**src/rtl/muldiv_div_ctrl.sv**
```systemverilog
`default_nettype none
// ============================================================================
//  Module      : muldiv_div_ctrl
//  Description : Issue/writeback controller around the execute-stage divider,
//                with a one-entry quotient/remainder result cache.
//  Revision    : 1.0 - initial release
// ============================================================================
module muldiv_div_ctrl #(
  parameter int XLEN    = 32,
  parameter int FUSE_EN = 1
) (
  input  logic            clk,
  input  logic            cpurst,
  input  logic            req_valid,
  output logic            req_ready,
  input  logic [1:0]      req_op,
  input  logic [XLEN-1:0] req_rs1,
  input  logic [XLEN-1:0] req_rs2,
  input  logic [4:0]      req_rd,
  input  logic            flush,
  output logic [XLEN-1:0] div_dividend,
  output logic [XLEN-1:0] div_divider,
  output logic            div_signed,
  output logic            div_start_p,
  input  logic            div_done,
  input  logic [XLEN-1:0] div_quo,
  input  logic [XLEN-1:0] div_rem,
  output logic            wb_valid,
  input  logic            wb_ready,
  output logic [4:0]      wb_rd,
  output logic [XLEN-1:0] wb_data
);

  localparam logic c_fuse = (FUSE_EN != 0);

  typedef enum logic [2:0] {
    S_IDLE  = 3'd0,
    S_START = 3'd1,
    S_WAIT  = 3'd2,
    S_RESP  = 3'd3,
    S_DRAIN = 3'd4
  } state_t;

  state_t          r_state;
  state_t          w_state_nxt;

  logic [XLEN-1:0] r_rs1;
  logic [XLEN-1:0] r_rs2;
  logic [4:0]      r_rd;
  logic            r_is_rem;
  logic            r_signed;
  logic [XLEN-1:0] r_wb_data;

  logic            r_c_vld;
  logic [XLEN-1:0] r_c_rs1;
  logic [XLEN-1:0] r_c_rs2;
  logic            r_c_signed;
  logic [XLEN-1:0] r_c_quo;
  logic [XLEN-1:0] r_c_rem;

  logic            w_req_ready;
  logic            w_start_p;
  logic            w_wb_valid;
  logic            w_accept;
  logic            w_hit;
  logic            w_done_cap;

  assign w_accept = req_valid & (r_state == S_IDLE) & ~flush;

  // The signed flag is part of the match: DIVU and REM on equal bits differ.
  assign w_hit = c_fuse & r_c_vld
               & (req_rs1 == r_c_rs1)
               & (req_rs2 == r_c_rs2)
               & (~req_op[0] == r_c_signed);

  assign w_done_cap = div_done & ((r_state == S_WAIT) | (r_state == S_DRAIN));

  always_ff @(posedge clk or negedge cpurst) begin
    if (!cpurst) begin
      r_state <= S_IDLE;
    end else begin
      r_state <= w_state_nxt;
    end
  end

  always_comb begin
    w_state_nxt = r_state;
    w_req_ready = 1'b0;
    w_start_p   = 1'b0;
    w_wb_valid  = 1'b0;
    case (r_state)
      S_IDLE: begin
        w_req_ready = 1'b1;
        if (w_accept) begin
          w_state_nxt = w_hit ? S_RESP : S_START;
        end
      end
      S_START: begin
        w_start_p   = 1'b1;
        w_state_nxt = flush ? S_DRAIN : S_WAIT;
      end
      S_WAIT: begin
        if (div_done) begin
          w_state_nxt = flush ? S_IDLE : S_RESP;
        end else if (flush) begin
          w_state_nxt = S_DRAIN;
        end
      end
      S_RESP: begin
        w_wb_valid = 1'b1;
        if (flush || wb_ready) begin
          w_state_nxt = S_IDLE;
        end
      end
      S_DRAIN: begin
        // The divider cannot be aborted; wait for it to finish quietly.
        if (div_done) begin
          w_state_nxt = S_IDLE;
        end
      end
      default: begin
        w_state_nxt = S_IDLE;
      end
    endcase
  end

  always_ff @(posedge clk or negedge cpurst) begin
    if (!cpurst) begin
      r_rs1     <= '0;
      r_rs2     <= '0;
      r_rd      <= '0;
      r_is_rem  <= 1'b0;
      r_signed  <= 1'b0;
      r_wb_data <= '0;
    end else if (w_accept) begin
      r_rs1    <= req_rs1;
      r_rs2    <= req_rs2;
      r_rd     <= req_rd;
      r_is_rem <= req_op[1];
      r_signed <= ~req_op[0];
      if (w_hit) begin
        r_wb_data <= req_op[1] ? r_c_rem : r_c_quo;
      end
    end else if (w_done_cap && (r_state == S_WAIT)) begin
      r_wb_data <= r_is_rem ? div_rem : div_quo;
    end
  end

  // A drained result still refills the cache so a retried op can hit.
  always_ff @(posedge clk or negedge cpurst) begin
    if (!cpurst) begin
      r_c_vld    <= 1'b0;
      r_c_rs1    <= '0;
      r_c_rs2    <= '0;
      r_c_signed <= 1'b0;
      r_c_quo    <= '0;
      r_c_rem    <= '0;
    end else if (w_done_cap) begin
      r_c_vld    <= 1'b1;
      r_c_rs1    <= r_rs1;
      r_c_rs2    <= r_rs2;
      r_c_signed <= r_signed;
      r_c_quo    <= div_quo;
      r_c_rem    <= div_rem;
    end
  end

  assign req_ready    = w_req_ready;
  assign div_start_p  = w_start_p;
  assign div_dividend = r_rs1;
  assign div_divider  = r_rs2;
  assign div_signed   = r_signed;
  assign wb_valid     = w_wb_valid;
  assign wb_rd        = r_rd;
  assign wb_data      = r_wb_data;

endmodule
`default_nettype wire

```
**config.mk**
```make
export PLATFORM = sky130hd
export DESIGN_NAME = muldiv_div_ctrl
export DESIGN_NICKNAME = d
export VERILOG_FILES = /design/src/rtl/muldiv_div_ctrl.sv
export SDC_FILE = /design/constraint.sdc
export NUM_CORES = 1
export LEC_CHECK = 0
export CORE_MARGIN = 1.5
export CORE_UTILIZATION = 26
export CTS_CLUSTER_SIZE = 10
export DETAILED_ROUTE_END_ITERATION = 8
export PLACE_DENSITY = 0.55
export SLEW_MARGIN = 20
export SYNTH_ARGS = -nofsm -noshare
export SYNTH_HDL_FRONTEND = slang
export SYNTH_SLANG_ARGS = --single-unit
```
**constraint.sdc**
```tcl
create_clock -name clk -period 2.29 [get_ports clk]
set_clock_uncertainty 0.2 [all_clocks]
set_input_delay 0.5725 -clock clk [delete_from_list [all_inputs] [get_ports clk]]
set_output_delay 0.5725 -clock clk [all_outputs]
set_load 0.005 [all_outputs]
```
---- Yosys cells after proc, flatten, opt, wreduce, memory -nomap -nowiden ----
Cells that the tools add are included.
storage, ports and cells
  output and inout bits ................... 105
  word-level logic and storage cells ...... 57
  register bits after elaboration ......... 236
cells by class
  mux-type cells .......................... 17
  equality and inequality tests ........... 12
  reductions and logical operators ........ 6
  bitwise gates (word level) .............. 9
operator list
  operator                                                          number
  32-bit 2-to-1 mux                                                 5
  32-bit == test                                                    2
  3-bit 2-to-1 mux                                                  6
  3-bit case mux with 5 select lines                                1
  1-bit bitwise AND                                                 6
  3-bit by 2-bit == test with 1-bit output (second input constant)  2
  2-bit != test (second input constant)                             3
  2-bit 2-to-1 mux                                                  2
  4-bit AND reduction                                               1
  3-bit by 1-bit == test with 1-bit output (second input constant)  1
  3-bit == test (second input constant)                             1
  3-bit logical NOT                                                 1
  1-bit 2-to-1 mux                                                  3
  3-bit != test (second input constant)                             1
  2-bit by 1-bit != test with 1-bit output (second input constant)  1
  1-bit NOT                                                         2
  2-bit AND reduction                                               1
  2-bit nonzero test                                                1
  1-bit == test                                                     1
  1-bit logical AND                                                 1
  1-bit logical OR                                                  1
  1-bit OR                                                          1

---- Longest topological paths before layout ----
Gate-level depths: netlist (run 1).
  depth after elaboration ................. 7
  depth in mapped cells ................... 7
  depth with buffers taken out ............ 6

---- Worst setup path before layout (run 1) ----
Ideal clock, no wire load.
  path kind ............................... input-to-reg
  start point ............................. input port req_rs1[6]
  end point ............................... register r_wb_data[10] (netlist: wb_data[10])
  data arrival time ....................... 2.312 ns
  setup slack ............................. -0.302 ns
  data required time ...................... 2.011 ns
  stages .................................. 7
  path buffers ............................ 1
  cell sequence ........................... nor2b_1 > a2111o_1 > nor4_2 > nand4_1 > nor4_4 > buf_6 > mux2i_1
between the ends
  cells in the longest elaborated chain, start to end .. 6
ends and longest elaborated chain
  element                                                    RTL line  source
  start: declaration                                         17        input logic [XLEN-1:0] req_rs1,
  32-bit == test                                             72        & (req_rs1 == r_c_rs1)
  1-bit bitwise AND                                          72
  1-bit bitwise AND                                          73        & (req_rs2 == r_c_rs2)
  1-bit bitwise AND                                          74        & (~req_op[0] == r_c_signed);
  2-bit by 1-bit != test with 1-bit output (no source line)  -
  2-bit AND reduction (no source line)                       -
  end signal: assignment                                     142       r_wb_data <= req_op[1] ? r_c_rem : r_c_quo;
  end signal: assignment                                     145       r_wb_data <= r_is_rem ? div_rem : div_quo;
  end: declaration                                           52        logic [XLEN-1:0] r_wb_data;
No other way between the ends.
A chain may end at the register's enable or synchronous reset.

---- Worst setup path after layout (run 1) ----
  start point ............................. input port req_rs2[2]
  end point ............................... register r_wb_data[4] (netlist: wb_data[4])
between the ends
  cells in the longest elaborated chain, start to end .. 5
ends and longest elaborated chain
  element                                                    RTL line  source
  start: declaration                                         18        input logic [XLEN-1:0] req_rs2,
  32-bit == test                                             73
  1-bit bitwise AND                                          73
  1-bit bitwise AND                                          74
  2-bit by 1-bit != test with 1-bit output (no source line)  -
  2-bit AND reduction (no source line)                       -
No other way between the ends.

==> results of run 1 <==
## power groups by stage
stage	clock [mW]	combinational [mW]	sequential (mW)
after floorplan	0	3.50	7.37
final	4.17	6.74	7.65
after global placement	0	6.84	7.66
after global routing	4.51	7.37	7.96
after CTS	4.35	6.90	7.68
after detailed placement	0	6.90	7.72
## metrics by stage
stage / setup TNS (ns) / instances
floorplan: -6.13 / 779
global placement: -65.36 / 1566
detailed placement: -65.35 / 1566
CTS: -11.65 / 1615
global route: -13.30 / 1617
finish: -9.92 / 1619
## cells by family after synthesis
group           after synthesis
buf+inv                      57
mux                         290
flops                       236
compound gates               60
xor+xnor                     41
simple gates                 95
## final timing paths
check,startpoint,slack (ns),to
worst max-delay path,req_rs2[2],-0.34,wb_data[4]
worst max register to register,r_c_rs1[31],-0.30,wb_data[4]
worst min register to register,r_c_vld,0.26,r_c_vld
max in group asynchronous,cpurst,0.81,r_c_quo[0]
worst min-delay path,req_rs1[3],0.23,div_dividend[3]
min in group asynchronous,cpurst,0.32,div_divider[10]
## synthesized netlist by cell type, drive strengths merged, types with 11 or more instances
master    n
clkbuf   30
mux2    194
xor2     13
o21ai    39
nand2b   13
nand2    40
mux2i    96
dfrtp   236
buf      11
nor2b    13
inv      16
xnor2    28
## layer usage
layer,share of wire,vias up,routed length (um),GRT usage
met1,0.43,3604,12800,0.182
met5,0.0011,-,33,0
met2,0.46,217,13700,0.231
met3,0.092,37,2740,0.0572
met4,0.014,6,428,0.0252
li1,-,3389,-,-
## layout make-up
cell class                 count  area (um^2)  area share
inverter                      16         62.6     0.00412
timing repair buffer         314         3220       0.212
sequential                   236         5910       0.389
tap                          525          657      0.0433
clock buffer                  36          782      0.0515
clock inverter                 4         53.8     0.00354
multi-input combinational    486         4490       0.296
antenna                        2         5.00    0.000330
## worst reg2reg max path: stages, from the launching register on
cell     delay, ns
dfrtp_1       0.40
xnor2_2       0.18
nand4_1       0.22
nor4_2        0.31
nand4_1       0.26
nor4_4        0.29
buf_6         0.18
buf_4         0.13
buf_12        0.13
mux2i_1       0.21
## what timing repair did
| action | 4_1_cts | 5_1_grt |
|---|---|---|
| pin swaps | 13 | 6 |
| setup buffers | 5 | 3 |
| cloned | 3 | 1 |
| endpoints found under the setup margin | 51 | 46 |
| hold buffers | 1 | 0 |
| gates resized for setup | 54 | 16 |
| hold endpoints to repair | 45 | 0 |
## cells in the final DEF, fill, tap and decap left out, types with 3 or more instances in the layout
master and count:
dfrtp_1 235, clkdlybuf4s50_1 204, mux2_2 194, mux2i_1 96, buf_4 46, nand2_1 40
clkbuf_16 30, o21ai_0 29, xnor2_1 25, dlygate4sd2_1 25, buf_12 16, inv_1 15
nand2b_1 13, xor2_1 13, nor2b_1 13, dlymetal6s2s_1 11, o21ai_1 10, nand4_1 9
o22ai_1 5, o2111ai_1 5, a2111o_1 4, nor4_1 4, clkbuf_1 4, buf_2 4
nor4_2 3, clkbuf_8 3, buf_6 3
## flip-flops by register name (all words and copies together), names as in the netlist
register / count
div_dividend: 32
div_divider: 32
div_signed: 1
r_c_quo: 32
r_c_rem: 32
r_c_rs1: 32
r_c_rs2: 32
r_c_signed: 1
r_c_vld: 1
r_is_rem: 1
r_state: 3
wb_data: 32
wb_rd: 5
==> summary.md, run 1 <==
| Metric | Value |
|---|---|
| Outcome | complete, but fails checks |
| Failing checks | negative setup slack |
| Root Driver | clkbuf_16 |
| Synth Area in XOR/XNOR | 0.0341 |
| RSZ-0062 raised after global routing | yes |
| Initial antenna violation count | 4 |
| CP arrival | roughly 2.9 ns |
| Sequential share of power | 0.412 |
| Mux share of post-synthesis cell area | 0.299 |
| Syn avg cell area | 13.5 um^2 |
| Min Tclk post-route | between 2 and 3 ns |
| Initial Utilization | 0.265 |
| Crit Path Class | in -> reg |
| Final GP Congestion | 0.731 |
| Ys Warns | 0 |
| Yosys cell types | 35 |
| Hold WS | 0.231 ns |
| Via/cell ratio | 4.48 |
| Net Sw Frac | 0.296 |
| DRT iter0 DRCs | between 200 and 250 |
| Synthesized cell area | approximately 0.011 mm^2 |
| Gr ovfl total | 0 |
| Post-layout power | about 19 mW |
| Via count | about 7300 |
| GRT Overall Usage | 0.143 |
| Die Span X | 204 um |
| Adder-Cell Fraction of Synth Area | 0 |
| Global-route wire length before repair | 46300 um |
| Async SR Flop Fraction | 1.00 |
| Clock Power Share | 0.225 |
| Fin nets | about 1200 |
| Synth top area share | 0.561 |
| Sink Count | 236 |
| Final Cell Area | 0.0152 mm^2 |
| Predominant post-synthesis flop cell | dfrtp_1 |
| Leak Pwr | 6.45 nW |
| Worst skew pair latency | 0.55 ns |
| NetSw | 5.49 mW |
| Max Root-Sink Buffers | 3 |
| Maxcap violations | 0 |
| Kind of end point of the critical path | flip-flop |
| Number of synthesized flops with an enable pin | 0 |
| Top post-synthesis cells by area | dfrtp_1 (56%), mux2_2 (21%), mux2i_1 (9.1%), xnor2_1 (2.3%), nand2_1 (1.4%) |
| Crit path buf inv count | 5 |
| Syn_nets | 920 |
| Setup-failing EPs final | 33 |
| Die area | 0.0417 mm^2 |
| Critical path, cell by cell | clkdlybuf4s50_1, xnor2_2, nand4_1, nor4_2, buf_4, nand4_1, nor4_4, buf_6, buf_4, buf_12, mux2i_1 |
| Post-DRT Antenna Nets | 0 |
| Max_slew headroom | 0.552 |
| DRC Markers | 0 |
| Largest family of logic cells by synthesized area | multiplexers |
| CP Max Fanout | 5 |
| Rows | 73 |
| Drt total wl | between 20000 and 30000 um |
| Worst-margin pin slew | 0.673 ns |
| Core footprint | 0.0398 mm^2 |
| WP depth | 11 |
| Period utilization | 1.15 |
| Int Power | between 10 and 15 mW |
| Wirelength per Cell | roughly 18 um |
| DP Worst Slack | -1.24 ns |
| Die Ht | 204 um |
| FMAX | roughly 0.38 GHz |
| Final core occ | 0.381 |
| Final Hold Vio Count | 0 |
| Compound-Gate Fraction of Synth Area | 0.0354 |
| Reg2Reg Depth | 9 |
| Pre-antenna DRT Iters | 4 |
| DP HPWL | 20800 um |
| Slew Limit Fails | 0 |
| H-Tree Depth | 1 |
| Post-synth top area cell | dfrtp_1 |
| Post-Synthesis Cells | 779 |
| Io pins | 246 |
| Cell Area, Placed | 0.0141 mm^2 |
| Worst Setup Slack, final | -0.342 ns |
| Clock slew at reported path FFs | 0.06 ns |
| Count of input and output buffers | 245 |
| Layout cell share with drive strength beyond 1 | 0.291 |
| Seq/Total Area, Yosys | 0.561 |
| Area Overhead vs Synth | 44.1% |
| Clock buffers created by TritonCTS | 29 |
| Worst path max stage delay | 0.52 ns |
| Slowest CP cell | clkdlybuf4s50_1 |
| Filler cells | 3960 |
| Delay-heaviest family, CP | buffers and inverters |
| Vias in the first global route | 7830 |
| Setup crit start kind | input port |
| CP required | 2.55 ns |
| Seq cells post-synth | 236 |
| Gate power share | 0.363 |
| Worst vdd ir | 662 uV |
| Hold Crit Class | in -> reg |
| Simple logic cell fraction of the synthesized area | 0.0487 |
| Largest net degree at the start of global routing | 54 |
| CTS tree | yes |
| Hold depth | 2 |
| PD cells | 1220 mW/mm^2 |
No activity file was read; power rests on OpenSTA's default activity.
==> run 2: changes to the inputs <==
Settings changed: CORE_MARGIN 1.5 to 3, CTS_CLUSTER_SIZE 10 to default, PLACE_DENSITY 0.55 to 0.53.
Clock period 2.29 ns to 3 ns, I/O delays scaled along.
==> run 2 against run 1 <==
Against the previous run:
- critical path type is now reg -> out
- die area up 3.0%
- critical path depth is 9 lower
- total power down 24%
- the run now ends clean
- worst hold slack improved by 0.036 ns
==> summary.md, run 2 (same netlist as run 1, synthesis figures left out) <==
| Metric | Value |
|---|---|
| Gr ovfl total | 0 (unchanged) |
| CP arrival | 1.96 ns (-0.93 ns) |
| Crit Path Class | reg -> out |
| Worst vdd ir | 462 uV (-30%) |
| Outcome | completed |
| TNS Setup | 0 ns (+9.92 ns) |
| DRT iter0 DRCs | 275 (+14%) |
| Layout cell share with drive strength beyond 1 | 0.265 (-0.0260) |
| R2R Setup Slk | 0.42 ns (+0.72 ns) |
| Worst Setup Slack, final | 0.0854 ns (+0.428 ns) |
| Pre-antenna DRT Iters | 4 (unchanged) |
| Global-route wire length before repair | 47100 um (+1.6%) |
| Area Overhead vs Synth | 40.7% |
| R2r startpoint | r_c_rs1[27] |
| # diodes | 0 (-2) |
| Count of input and output buffers | 245 (unchanged) |
| Kind of end point of the critical path | output port |
| Initial Utilization | 0.264 (-0.000605) |
| Initial antenna violation count | 3 (-1) |
| Via/cell ratio | 4.46 (-0.45%) |
| CP Max Fanout | 8 (+3) |
| Clock slew at reported path FFs | 0.06 ns (about the same) |
| Core footprint | 0.0399 mm^2 (+0.23%) |
| Setup crit start kind | flip-flop |
| Most frequent cells in the layout | clkdlybuf4s50_1 (243), dfrtp_1 (235), mux2_2 (194) |
| Via count | 7118 (-1.9%) |
| Post-DRT Antenna Nets | 0 (unchanged) |
| Io pins | 246 (unchanged) |
| Worst R2R End | wb_data[30] |
| Setup-failing EPs final | 0 (-100%) |
| GRT Overall Usage | 0.137 (-0.00666) |
| Max Root-Sink Buffers | 3 (unchanged) |
| Worst-margin pin slew | 0.676 ns (+0.00397 ns) |
| RSZ-0062 raised after global routing | no |
| DP HPWL | 20600 um (-0.94%) |
| Clock buffers created by TritonCTS | 28 (-3.4%) |
| Die area | 0.0430 mm^2 (+3.0%) |
| Origin of the worst setup path | r_state[0] |
| Wirelength per Cell | 18.5 um (+0.80%) |
| FMAX | 0.343 GHz |
| CP Capture Point | req_ready |
| Root Driver | clkbuf_16 |
| CTS tree | yes |
| PD cells | 953 mW/mm^2 (-22%) |
| Hold Crit Class | reg -> reg |
| Largest net degree at the start of global routing | 69 (+28%) |
| Die Ht | 207 um (+1.5%) |
| Final GP Congestion | 0.745 (+2.0%) |
| Final Hold Vio Count | 0 (unchanged) |
| Fin cells | 1596 (-1.4%) |
| Min Tclk post-route | 2.91 ns |
| Die Span X | 207 um (+1.5%) |
| Maxcap violations | 0 (unchanged) |
| Period utilization | 0.972 |
| DP Worst Slack | -0.495 ns (+0.748 ns) |
| Drt total wl | 29600 um (-0.63%) |
| CP required | 2.05 ns (-0.50 ns) |
| Reg2Reg Depth | 8 (-1) |
| Vias in the first global route | 7845 (+0.19%) |
| Worst skew pair latency | 0.56 ns (about the same) |
| Slew Limit Fails | 0 (unchanged) |
| H-Tree Depth | 1 (unchanged) |
| DP Cell Count | 1544 (-1.4%) |
| Max_slew headroom | 0.549 (-0.00264) |
| Commonest non-fill, non-tap cell in the layout | clkdlybuf4s50_1 |
| DRC Markers | 0 (unchanged) |
| Leak Pwr | 6.13 nW (-5.1%) |
| Rows | 73 (unchanged) |
| Sink Count | 236 (unchanged) |
| Fin nets | 1193 (-2.5%) |
==> run 2: cell types whose count changed in the layout (fill, tap and decap cells not counted), moves of 3 or more <==
cell and delta:
clkbuf_8 +5, buf_4 -20, clkdlybuf4s50_1 +39, dlygate4sd2_1 -25, dlymetal6s2s_1 -11, buf_2 -3
clkinv_2 +3, buf_12 -6, clkbuf_1 +4, xnor2_1 +3
==> run 2: worst max-delay path, stage by stage, from the launching register on <==
cell             delay (ns)
dfrtp_1                0.46
nor3_1                 0.39
clkdlybuf4s50_1        0.58
==> run 2: final cells by class <==
cell class	count	area (um^2)
clock buffers	44	841
clock inverters	5	40.0
flip-flops and latches	236	5910
inverters	16	60.1
repair buffers	284	2890
fillers	3914	25100
multi-input cells	486	4430
well taps	525	657
==> run 2: where the power goes <==
part	switching (mW)	total, mW	internal [mW]
registers	0.995	5.77	4.78
logic	1.84	5.11	3.26
clock network	1.33	3.24	1.91
==> run 2: through the flow <==
step | area, um^2 | total power, mW | util | hold slack [ns]
floorplan | 10500 | 8.30 | - | 0.234
global placement | 13900 | 10.9 | 0.348 | 0.250
detailed placement | 13900 | 11.0 | 0.348 | 0.252
CTS | 14800 | 14.4 | 0.371 | 0.269
global route | 14800 | 15.1 | 0.371 | 0.306
finish | 14800 | 14.1 | 0.371 | 0.267
==> run 2: timing repair <==
action	in CTS	in global routing
pin swaps	0	1
gates resized for setup	1	3
hold buffers	1	0
endpoints found under the setup margin	1	4
endpoints found under the hold margin	50	0
gates cloned	0	1
setup buffers	0	1
==> run 2: routing by layer <==
layer,up-vias,GRT usage,share of wire
met1,3554,0.180,0.46
met3,37,0.0555,0.085
met2,210,0.215,0.44
met4,4,0.0241,0.017
met5,-,0,0.00047
li1,3313,-,-
==> run 2: worst min-delay path by stage <==
| stage | depth (start not counted) | startpoint | to |
|---|---|---|---|
| after detailed placement | 1 | r_c_vld | r_c_vld |
| final | 1 | r_c_vld | r_c_vld |
| after CTS | 1 | r_c_vld | r_c_vld |
| after global routing | 1 | r_c_vld | r_c_vld |
| after global placement | 1 | r_c_vld | r_c_vld |
| after floorplan | 1 | r_c_vld | r_c_vld |
==> run 3: changes to the inputs <==
Settings changed: CELL_PAD_IN_SITES_DETAIL_PLACEMENT from default to 1, CELL_PAD_IN_SITES_GLOBAL_PLACEMENT from default to 2, PLACE_DENSITY 0.53 to 0.7.
==> run 3 against run 2 <==
Against the previous run:
- global-route usage increased by 0.43 points
- largest cell class unchanged
- total power increased by 1.1%
- critical endpoint is now div_start_p
- worst setup slack improved by 0.034 ns
- wire length increased by 4.8%
- critical path depth unchanged
- via count increased by 1.6%
- clock power increased by 3%
- sequential power about the same
- cell count increased by 0.75%
- utilization increased by 0.30 points
- non-clock buffer count increased by 10
- design area increased by 0.82%
==> summary.md, run 3 (same netlist as run 1, synthesis figures left out) <==
| Metric | Value |
|---|---|
| Sink Count | 236 (unchanged) |
| Worst-margin pin slew | 0.601 ns (-0.0758 ns) |
| Post-layout power | 14.3 mW (+1.1%) |
| Most frequent cells in the layout | clkdlybuf4s50_1 (241), dfrtp_1 (235), mux2_2 (194) |
| H-Tree Depth | 1 (unchanged) |
| Wirelength per Cell | 19.3 um (+4.0%) |
| Min Tclk post-route | 2.88 ns (-0.0341 ns) |
| Die Span X | 207 um (unchanged) |
| Sequential share of power | 0.405 (-0.004) |
| Outcome | completed |
| Vias in the first global route | 8064 (+2.8%) |
| Area Overhead vs Synth | 41.9% |
| Initial Utilization | 0.264 (unchanged) |
| Maxcap violations | 0 (unchanged) |
| Worst vdd ir | 436 uV (-5.6%) |
| Fin cells | 1608 (+0.75%) |
| Crit Path Class | reg -> out |
| Core footprint | 0.0399 mm^2 (unchanged) |
| CP arrival | 1.93 ns (-0.03 ns) |
| Commonest non-fill, non-tap cell in the layout | clkdlybuf4s50_1 |
| DP Cell Count | 1552 (+0.52%) |
| Layout cell share with drive strength beyond 1 | 0.272 (+0.00655) |
| GRT Overall Usage | 0.141 (+0.00427) |
| NetSw | 4.21 mW (+0.98%) |
| Initial antenna violation count | 4 (+1) |
| Clock Power Share | 0.235 (+0.005) |
| Fin nets | 1203 (+0.84%) |
| Setup-failing EPs final | 0 (unchanged) |
| Leak Pwr | 6.20 nW (+1.2%) |
| Slew Limit Fails | 0 (unchanged) |
| Final GP Congestion | 0.740 (-0.64%) |
| Via count | 7231 (+1.6%) |
| Setup crit start kind | flip-flop |
| CTS tree | yes |
| Int Power | 10.1 mW (+1.2%) |
| FF+latch area | 0.00591 mm^2 (unchanged) |
| Cell Area, Placed | 0.0139 mm^2 (+0.25%) |
| Period utilization | 0.960 (-0.0114) |
| RSZ-0062 raised after global routing | no |
| Worst skew pair latency | 0.54 ns (-0.02 ns) |
| Global-route wire length before repair | 48100 um (+2.3%) |
| Largest net degree at the start of global routing | 71 (+2.9%) |
| Io pins | 246 (unchanged) |
| Root Driver | clkbuf_16 |
| Max Root-Sink Buffers | 3 (unchanged) |
| DRT iter0 DRCs | 209 (-24%) |
| Clock slew at reported path FFs | 0.06 ns (about the same) |
| Final Cell Area | 0.0149 mm^2 (+0.82%) |
| Via/cell ratio | 4.50 (+0.83%) |
| Net Sw Frac | 0.295 (-0.000505) |
| Final Hold Vio Count | 0 (unchanged) |
| Hold WS | 0.288 ns (+0.0216 ns) |
| Pre-antenna DRT Iters | 4 (unchanged) |
| DP Worst Slack | -0.793 ns (-0.298 ns) |
| DRC Markers | 0 (unchanged) |
| DP HPWL | 21800 um (+5.8%) |
| Filler cells | 4206 (+7.5%) |
| Kind of end point of the critical path | output port |
| CP required | 2.05 ns (about the same) |
| FMAX | 0.347 GHz (+1.2%) |
| Gr ovfl total | 0 (unchanged) |
| Worst Setup Slack, final | 0.119 ns (+0.0341 ns) |
| Count of input and output buffers | 245 (unchanged) |
| Die Ht | 207 um (unchanged) |
| Hold Crit Class | reg -> reg |
| Die area | 0.0430 mm^2 (unchanged) |
| Clock buffers created by TritonCTS | 28 (unchanged) |
| Max_slew headroom | 0.600 (+0.0506) |
| Drt total wl | 31000 um (+4.8%) |
| Post-DRT Antenna Nets | 0 (unchanged) |
| Area of the multi-input gates | 0.00444 mm^2 (+0.20%) |
| Rows | 73 (unchanged) |
| CP Max Fanout | 9 (+1) |
| PD cells | 956 mW/mm^2 (+0.33%) |
| Gate power share | 0.360 (-0.002) |
[run 3: path summary, 6_finish.rpt]
kind | from | endpoint | slack (ns) | depth (start not counted)
max in group asynchronous | cpurst | r_c_rs1[14] | 1.21 | 3
hold reg to reg | r_c_vld | r_c_vld | 0.29 | 1
hold / removal | r_c_vld | r_c_vld | 0.29 | 1
min in group asynchronous | cpurst | wb_data[18] | 0.58 | 2
setup reg to reg | r_c_rs2[9] | wb_data[29] | 0.50 | 9
setup / recovery | r_state[2] | div_start_p | 0.12 | 2
[run 3: what timing repair did]
action                     CTS  global route
setup buffers                1             1
setup endpoints to repair   34            15
pin swaps                    2             4
cloned                       1             1
resized for setup            3             5
hold buffers                 1             0
hold endpoints to repair    34             0
[run 3: layout make-up]
class / count / area share
inverters: 16 / 0.00402
well taps: 525 / 0.0439
multi-input cells: 486 / 0.297
repair buffers: 294 / 0.199
clock buffers: 46 / 0.0575
flip-flops and latches: 236 / 0.395
clock inverters: 4 / 0.00318
diodes: 1 / 0.000167
[run 3: critical path, stage by stage, from the launching register on]
cell and delay, ns:
dfrtp_1 0.49, nor3b_1 0.28, clkdlybuf4s50_1 0.61
[run 3: per-layer routing]
| layer | wire [um] | GRT usage | vias up |
|---|---|---|---|
| met3 | 2710 | 0.0550 | 42 |
| met5 | 37 | 0 | - |
| met2 | 14200 | 0.227 | 211 |
| met4 | 523 | 0.0309 | 6 |
| li1 | - | - | 3346 |
| met1 | 13600 | 0.180 | 3626 |
[run 3: per-stage QoR]
step	TNS, ns	utilization
finish	0	0.374
global route	0	0.374
CTS	0	0.373
detailed placement	-28.61	0.349
global placement	-30.77	0.349
floorplan	0	-
[run 3: power by group through the flow]
stage                     clock network, mW  logic (mW)  registers [mW]
after global placement                    0        5.15            5.77
after floorplan                           0        2.67            5.63
final                                  3.35        5.15            5.79
after global routing                   3.64        5.64            6.02
after CTS                              3.50        5.29            5.82
after detailed placement                  0        5.25            5.85
